<file path="src/rtl/lfsr_pkg.sv">
// lfsr_pkg: shared state encoding, LFSR tap masks and width legality for the LFSR sequencer.
package lfsr_pkg;

   typedef enum logic [1:0] {
      IDLE = 2'd0,
      LOAD = 2'd1,
      RUN  = 2'd2,
      DONE = 2'd3
   } state_t;

   localparam logic [7:0] TAPS_W4 = 8'b0000_1100;
   localparam logic [7:0] TAPS_W8 = 8'b1010_0110;

   function automatic bit width_ok(input int w);
      return (w == 4) || (w == 8);
   endfunction

   function automatic logic [7:0] tap_mask(input int w);
      return (w == 8) ? TAPS_W8 : TAPS_W4;
   endfunction

endpackage

</file>
<file path="src/rtl/lfsr_core.sv">
// lfsr_core: Fibonacci LFSR register with load, step enable and a combinational next-state view.
module lfsr_core
   import lfsr_pkg::*;
#(
   parameter int WIDTH = 4
)
(
   input  logic             clk,
   input  logic             rst,
   input  logic             i_load,
   input  logic [WIDTH-1:0] i_load_val,
   input  logic             i_step,
   output logic [WIDTH-1:0] o_q,
   output logic [WIDTH-1:0] o_next
);

   localparam logic [7:0] TAPS = tap_mask(WIDTH);

   logic [WIDTH-1:0] r_q;
   logic [WIDTH-1:0] w_taps;

   assign w_taps = TAPS[WIDTH-1:0];
   assign o_next = {r_q[WIDTH-2:0], ^(r_q & w_taps)};
   assign o_q    = r_q;

   always_ff @(posedge clk) begin
      if (rst)
         r_q <= '0;
      else if (i_load)
         r_q <= i_load_val;
      else if (i_step)
         r_q <= o_next;
   end

endmodule

</file>
<file path="src/rtl/lfsr_seq_ctrl.sv">
// lfsr_seq_ctrl: runs one LFSR as a managed source, streaming a requested number of states
// over valid/ready and measuring the period back to the seed.
module lfsr_seq_ctrl
   import lfsr_pkg::*;
#(
   parameter int WIDTH = 4,
   parameter int CNT_W = 16
)
(
   input  logic             clk,
   input  logic             rst,
   input  logic             start,
   input  logic [WIDTH-1:0] seed,
   input  logic [CNT_W-1:0] count,
   input  logic             abort,
   output logic [WIDTH-1:0] out_data,
   output logic             out_valid,
   input  logic             out_ready,
   output logic             busy,
   output logic             done,
   output logic             err,
   output logic [CNT_W-1:0] period,
   output logic             period_valid
);

   if (!width_ok(WIDTH)) begin : g_bad_width
      $error("lfsr_seq_ctrl: WIDTH must be 4 or 8");
   end

   state_t           r_state;
   logic [WIDTH-1:0] r_seed;
   logic [CNT_W-1:0] r_rem;
   logic [CNT_W-1:0] r_steps;
   logic [CNT_W-1:0] r_period;
   logic             r_period_valid;
   logic             r_out_valid;
   logic             r_busy;
   logic             r_done;
   logic             r_err;

   logic [WIDTH-1:0] w_q;
   logic [WIDTH-1:0] w_next;
   logic             w_load;
   logic             w_step;
   logic [CNT_W-1:0] w_steps_inc;

   assign w_load      = (r_state == IDLE) && start && (seed != '0) && (count != '0);
   // abort beats a simultaneous handshake, so the word is neither counted nor stepped
   assign w_step      = (r_state == RUN) && r_out_valid && out_ready && !abort;
   assign w_steps_inc = (&r_steps) ? r_steps : r_steps + 1'b1;

   lfsr_core #(.WIDTH(WIDTH)) u_core (
      .clk        (clk),
      .rst        (rst),
      .i_load     (w_load),
      .i_load_val (seed),
      .i_step     (w_step),
      .o_q        (w_q),
      .o_next     (w_next)
   );

   always_ff @(posedge clk) begin
      if (rst) begin
         r_state        <= IDLE;
         r_seed         <= '0;
         r_rem          <= '0;
         r_steps        <= '0;
         r_period       <= '0;
         r_period_valid <= 1'b0;
         r_out_valid    <= 1'b0;
         r_busy         <= 1'b0;
         r_done         <= 1'b0;
         r_err          <= 1'b0;
      end else begin
         r_done <= 1'b0;
         r_err  <= 1'b0;
         case (r_state)
            IDLE: begin
               if (start) begin
                  if (seed == '0) begin
                     r_err <= 1'b1;
                  end else if (count == '0) begin
                     r_state <= DONE;
                     r_busy  <= 1'b1;
                     r_done  <= 1'b1;
                  end else begin
                     r_state        <= LOAD;
                     r_busy         <= 1'b1;
                     r_seed         <= seed;
                     r_rem          <= count;
                     r_steps        <= '0;
                     r_period       <= '0;
                     r_period_valid <= 1'b0;
                  end
               end
            end
            LOAD: begin
               if (abort) begin
                  r_state <= IDLE;
                  r_busy  <= 1'b0;
               end else begin
                  r_state     <= RUN;
                  r_out_valid <= 1'b1;
               end
            end
            RUN: begin
               if (abort) begin
                  r_state     <= IDLE;
                  r_busy      <= 1'b0;
                  r_out_valid <= 1'b0;
               end else if (w_step) begin
                  r_rem   <= r_rem - 1'b1;
                  r_steps <= w_steps_inc;
                  if ((w_next == r_seed) && !r_period_valid) begin
                     r_period       <= w_steps_inc;
                     r_period_valid <= 1'b1;
                  end
                  if (r_rem == CNT_W'(1)) begin
                     r_state     <= DONE;
                     r_done      <= 1'b1;
                     r_out_valid <= 1'b0;
                  end
               end
            end
            DONE: begin
               r_state <= IDLE;
               r_busy  <= 1'b0;
            end
            default: r_state <= IDLE;
         endcase
      end
   end

   assign out_data     = w_q;
   assign out_valid    = r_out_valid;
   assign busy         = r_busy;
   assign done         = r_done;
   assign err          = r_err;
   assign period       = r_period;
   assign period_valid = r_period_valid;

endmodule

</file>
<file path="config.mk">
export PLATFORM = sky130hd
export DESIGN_NAME = lfsr_seq_ctrl
export DESIGN_NICKNAME = d
export VERILOG_FILES = /design/src/rtl/lfsr_pkg.sv /design/src/rtl/lfsr_core.sv /design/src/rtl/lfsr_seq_ctrl.sv
export SDC_FILE = /design/constraint.sdc
export NUM_CORES = 1
export LEC_CHECK = 0
export CAP_MARGIN = 20
export CORE_ASPECT_RATIO = 1.75
export CORE_MARGIN = 4
export CORE_UTILIZATION = 31
export DETAILED_ROUTE_END_ITERATION = 12
export PLACE_DENSITY_LB_ADDON = 0.25
export SLEW_MARGIN = 20
export SYNTH_ARGS = -nofsm -noshare
export SYNTH_HDL_FRONTEND = slang
export SYNTH_SLANG_ARGS = --single-unit
export TNS_END_PERCENT = 50
</file>
<file path="constraint.sdc">
create_clock -name clk -period 3.05 [get_ports clk]
set_input_delay 0.61 -clock clk [delete_from_list [all_inputs] [get_ports clk]]
set_output_delay 0.61 -clock clk [all_outputs]
set_load 0.01 [all_outputs]
</file>
==> impl_metrics.tcl, run 1 <==
set metrics [dict create \
    status "complete, no violations" \
    ir_worst_vdd_mv 0.3054 \
    place_inst 615 \
    cts_resized 0 \
    grt_max_degree 29 \
    start_util_pct 31.91 \
    gp_congestion 0.8704 \
    cts_tree "done" \
    grt_pass1_wl_mm 16.22 \
    antenna_left 0 \
    max_slew_margin_pct 54.59 \
    synth_area_per_cell_um2 7.743 \
    cp.arrival_ps 2790 \
    switching_share_pct 25.72 \
    viasPerCell 5.398 \
    via_count 3406 \
    use_met1_pct 16.63 \
    period_needed_ps 2605 \
    setup_tns_ps 0 \
    cts_setup_buffers 0 \
    setup_viol 0 \
    die_area_um2 12960 \
    total_power_uw 2340 \
    maxSlewViolCount 0 \
    die_h_um 147.6 \
    fin_skew_ps 5.619 \
    pwr-share-seq_pct 38.1 \
    powerDensity_nw_per_um2 524.5 \
    gr-max-usage-layer "met2" \
    switchingPower_uw 601.9 \
    routedWlPerCell_um 15.89 \
    fill_cells 1087 \
    antenna_cells 0 \
    yosysTopAreaCell "dfxtp_1" \
    crit_type "in2reg" \
    synth_warnings 0 \
    setup_slack_ps 444.7 \
    synthCells 446 \
    clockBufferDepth 2 \
    startpoint_type "primary input" \
    cp.required_ps 3240 \
    synth.distinct_cells 51 \
    post-dp-hpwl_mm 7.362 \
    core-area_um2 10820 \
    synth-seq-cells 63 \
    hold_violations 0 \
    fin_crit_sh_pct 85.42 \
    nNetsFinal 528 \
    end_kind "flop" \
    syn2layout_area_growth_pct 29.20 \
    clock_latency_ps 330 \
    netlist_top_cells_area "dfxtp_1 (37%), a21oi_1 (8.1%), nand2_1 (6.8%), mux2i_1 (5.2%), nor2_1 (3.7%)" \
    min_path_type "reg2reg" \
    drive_gt1_share_pct 8.982 \
    place_worst_setup_slack_ps 19.21 \
    grt-ovfl-total 0 \
    antenna_found_initial 0 \
    tightest_slew_ps 679.6 \
    synthArstFlopShare_pct 0 \
    p_comb_share_pct 16.5 \
    intPower_uw 1738 \
    clkSinkCount 63 \
    grt_use_met3_pct 3.793 \
    post-route-util_pct 41.23 \
    htreeDepth 3 \
    clk_pin_slew_ps 50 \
    pwr-share-clk_pct 45.4 \
    synth.net_count 478 \
    seq_area_um2 1261 \
    ios 50 \
    rsz0062_at_grt "no" \
    crit_fanout 18 \
    die_width_um 87.79 \
    finalWirelength_mm 10.03 \
    drc_errors 0 \
    power.leakage_uw 0.001574 \
    synth-seq-area-share_pct 36.52 \
    fmax_mhz 383.8 \
    synthesis.area_um2 3453 \
    grt_pass1_vias 3354 \
    drtIter0Drc 137 \
    drv_cap 0 \
    synthFlopType "dfxtp_1" \
    numCtsBuffers 9 \
    numPortBuffers 49 \
    synth_common_cells "dfxtp_1 (63), nand2_1 (63), a21oi_1 (56)" \
    track_usage_pct 15.93 \
    multi_input_area_um2 2053 \
    grt.met2_usage_pct 29.46 \
    synth.top_cell.area_share_pct 36.52 \
    drtPass1Iterations 4 \
    cts_root_buf "clkbuf_16" \
    cts_hold_buf 0 \
    fin_cells 631 \
    synth_edf_count 0 \
    std_cell_rows 50 \
]
## worst paths after layout
path | startpoint | to | slack, ps | cells after the start
min | r_seed[2]$_SDFFE_PP0P_ | r_seed[2]$_SDFFE_PP0P_ | 470 | 2
max | count[11] | r_rem[12]$_SDFFE_PP0P_ | 440 | 8
max reg2reg | r_state[0]$_SDFFE_PP0P_ | period[14]$_SDFFE_PP0P_ | 480 | 8
min reg2reg | r_seed[2]$_SDFFE_PP0P_ | r_seed[2]$_SDFFE_PP0P_ | 470 | 2
## cells in the final DEF, fill, tap and decap left out, types with 12 or more instances in the layout
| cell type | instances |
|---|---|
| nand2b_1 | 12 |
| buf_4 | 18 |
| dfxtp_1 | 63 |
| nor4_1 | 15 |
| o21ai_0 | 19 |
| nand3_1 | 20 |
| nand2_1 | 63 |
| a21oi_1 | 54 |
| nor2_1 | 34 |
| mux2i_1 | 18 |
| clkdlybuf4s50_1 | 48 |
## area by class of cell
cell class / count / area share [%]
repair buffers: 68 / 14.36
clock inverters: 4 / 1.570
well taps: 130 / 3.646
multi-input cells: 344 / 46.02
clock buffers: 12 / 5.300
flip-flops and latches: 63 / 28.27
inverters: 10 / 0.8413
## critical path, stage by stage
cell and delay [ps]:
clkdlybuf4s50_1 460, nor4_1 540, nand4_1 290, a21oi_1 340, a21oi_2 170, buf_12 210
o21ai_0 90, a21oi_1 80
## metrics by stage
stage	hold slack, ps	area [µm²]
after CTS	467.0	4454
final	466.0	4462
after global placement	456.2	4148
after global routing	498.1	4462
after floorplan	447.8	3453
after detailed placement	460.1	4148
## cell families (layout without fill, tap and decap cells)
kind of cell,Yosys count,in the layout,share of synthesized area [%]
and+or+nand+nor,188,188,27.03
adders and majority gates,7,7,2.536
xor gates and xnor gates,10,10,2.536
DFF,63,63,36.52
AOI/OAI and AO/OA,118,118,20.73
buffers and inverters,39,94,4.457
muxes,21,21,6.196
## power by group through the flow
stage | clock (µW) | combinational, µW | sequential [µW]
6_report | 1060 | 386 | 892
5_1_grt | 1140 | 424 | 896
4_1_cts | 1090 | 385 | 891
3_5_place_dp | 0 | 383 | 909
3_3_place_gp | 0 | 380 | 908
2_1_floorplan | 0 | 229 | 905
## routing by layer
layer  share of wire [%]  up-vias  wire [µm]
li1                    -     1703          -
met1                  38     1613       3836
met2                  55       72       5520
met3                 4.0       18        401
met4                 2.7        0        267
met5                   0        -          0
## flip-flops by register name, indices dropped and copies added, names as in the netlist
register and flops:
busy 1, done 1, err 1, out_valid 1
period 16, period_valid 1, r_rem 16, r_seed 4
r_state 2, r_steps 16, u_core.o_q 4
No activity file was read; power rests on OpenSTA's default activity.
==> run 2, diff against run 1 <==
--- a/config.mk
+++ b/config.mk
@@ -11,7 +11,6 @@
 export CORE_UTILIZATION = 31
 export DETAILED_ROUTE_END_ITERATION = 12
 export PLACE_DENSITY_LB_ADDON = 0.25
-export SLEW_MARGIN = 20
 export SYNTH_ARGS = -nofsm -noshare
 export SYNTH_HDL_FRONTEND = slang
 export SYNTH_SLANG_ARGS = --single-unit
==> impl_metrics.tcl, run 2 (synthesized netlist as in run 1, its figures left out) <==
set metrics [dict create \
    finalWirelength_mm 10.06 \
    die_area_um2 12960 \
    drtIter0Drc 150 \
    reg2reg_depth 8 \
    grt-ovfl-total 0 \
    setup_tns_ps 0 \
    grt_pass1_vias 3354 \
    cts_root_buf "clkbuf_16" \
    clock_latency_ps 320 \
    die_h_um 147.6 \
    numCtsBuffers 9 \
    start_util_pct 31.91 \
    rsz0062_at_grt "no" \
    cts_setup_buffers 0 \
    place_inst 615 \
    antenna_found_initial 0 \
    powerDensity_nw_per_um2 524.4 \
    ir_worst_vdd_mv 0.3056 \
    crit_start "count[11]" \
    cp.required_ps 3240 \
    nNetsFinal 529 \
    antenna_cells 0 \
    drive_gt1_share_pct 9.163 \
    slowest_stage "nor4_1" \
    syn2layout_area_growth_pct 29.31 \
    total_power_uw 2342 \
    track_usage_pct 15.93 \
    core-area_um2 10820 \
    std_cell_rows 50 \
    numPortBuffers 49 \
    mostFrequentLayoutCells "nand2_1 (63), dfxtp_1 (63), a21oi_1 (54)" \
    ios 50 \
    crit_type "in2reg" \
    min_from "r_seed[2]$_SDFFE_PP0P_" \
    min_path_type "reg2reg" \
    r2r-end "period[14]$_SDFFE_PP0P_" \
    crit_path_end "r_rem[12]$_SDFFE_PP0P_" \
    cts_resized 0 \
    gp_congestion 0.8704 \
    grt_max_degree 29 \
    end_kind "flop" \
    power.leakage_uw 0.001579 \
    status "complete, no violations" \
    die_width_um 87.79 \
    cts_tree "done" \
    cp.arrival_ps 2800 \
    clkSinkCount 63 \
    period_needed_ps 2617 \
    cpMostUsedCell "a21oi_1" \
    htreeDepth 3 \
    fin_skew_ps 6.021 \
    cts_hold_buf 0 \
    viasPerCell 5.403 \
    startpoint_type "primary input" \
    drv_cap 0 \
    via_count 3415 \
    grt_pass1_wl_mm 16.22 \
    tightest_slew_ps 670.0 \
    r2r_setup_slack_ps 470 \
    cp_slowest_stage_delay_ps 550 \
    maxSlewViolCount 0 \
    drtPass1Iterations 4 \
    hold_violations 0 \
    max_slew_margin_pct 55.33 \
    fin_cells 632 \
    antenna_left 0 \
    post-dp-hpwl_mm 7.362 \
    drc_errors 0 \
    fin_crit_sh_pct 85.82 \
    setup_viol 0 \
    crit_fanout 18 \
    r2r_start "r_state[0]$_SDFFE_PP0P_" \
    fmax_mhz 382.1 \
    worstPathCellList "clkdlybuf4s50_1 -> nor4_1 -> nand4_1 -> a21oi_1 -> a21oi_2 -> buf_12 -> o21ai_0 -> a21oi_1" \
    clockBufferDepth 2 \
    routedWlPerCell_um 15.92 \
    clk_pin_slew_ps 50 \
]
run 2: worst min-delay path by stage:
| stage | depth (start not counted) | to |
|---|---|---|
| after floorplan | 2 | r_seed[1]$_SDFFE_PP0P_ |
| after global placement | 2 | r_seed[0]$_SDFFE_PP0P_ |
| after detailed placement | 2 | r_seed[2]$_SDFFE_PP0P_ |
| after CTS | 2 | r_seed[2]$_SDFFE_PP0P_ |
| after global routing | 2 | r_seed[1]$_SDFFE_PP0P_ |
| final | 2 | r_seed[2]$_SDFFE_PP0P_ |
run 2: metal layers:
layer	global-route usage [%]	wire length [µm]	vias up	share of wire, %
met2	29.46	5555	63	55
met3	3.793	386	16	3.8
met4	6.528	251	0	2.5
met5	0	0	-	0
met1	16.63	3865	1627	38
li1	-	-	1709	-
run 2: critical path, delay by kind of cell:
kind / cells / cell delay (ps)
simple gates: 2 / 840
compound gates: 4 / 690
buf+inv: 2 / 670
run 2: cell type report:
class,instances,area (µm²)
timing repair buffer,69,651.9
clock inverter,4,70.07
fill,1089,6357
clock buffer,12,236.5
multi-input combinational,344,2046
sequential,63,1261
inverter,10,37.54
tap,130,162.7
run 2: report_power, final:
| group | switching [µW] | leakage, µW | internal [µW] |
|---|---|---|---|
| clock | 351 | 0.000151 | 713 |
| sequential | 33.1 | 0.000512 | 859 |
| combinational | 217 | 0.000916 | 169 |
run 2: stage by stage:
stage	utilization (%)	hold WS [ps]	cell area (µm²)	setup WS, ps
after CTS	41.16	467.0	4454	292.3
final	41.26	466.0	4466	432.6
after global routing	41.26	498.1	4466	213.1
after floorplan	-	447.8	3453	1042
after detailed placement	38.32	460.1	4148	19.21
after global placement	38.32	456.2	4148	92.16
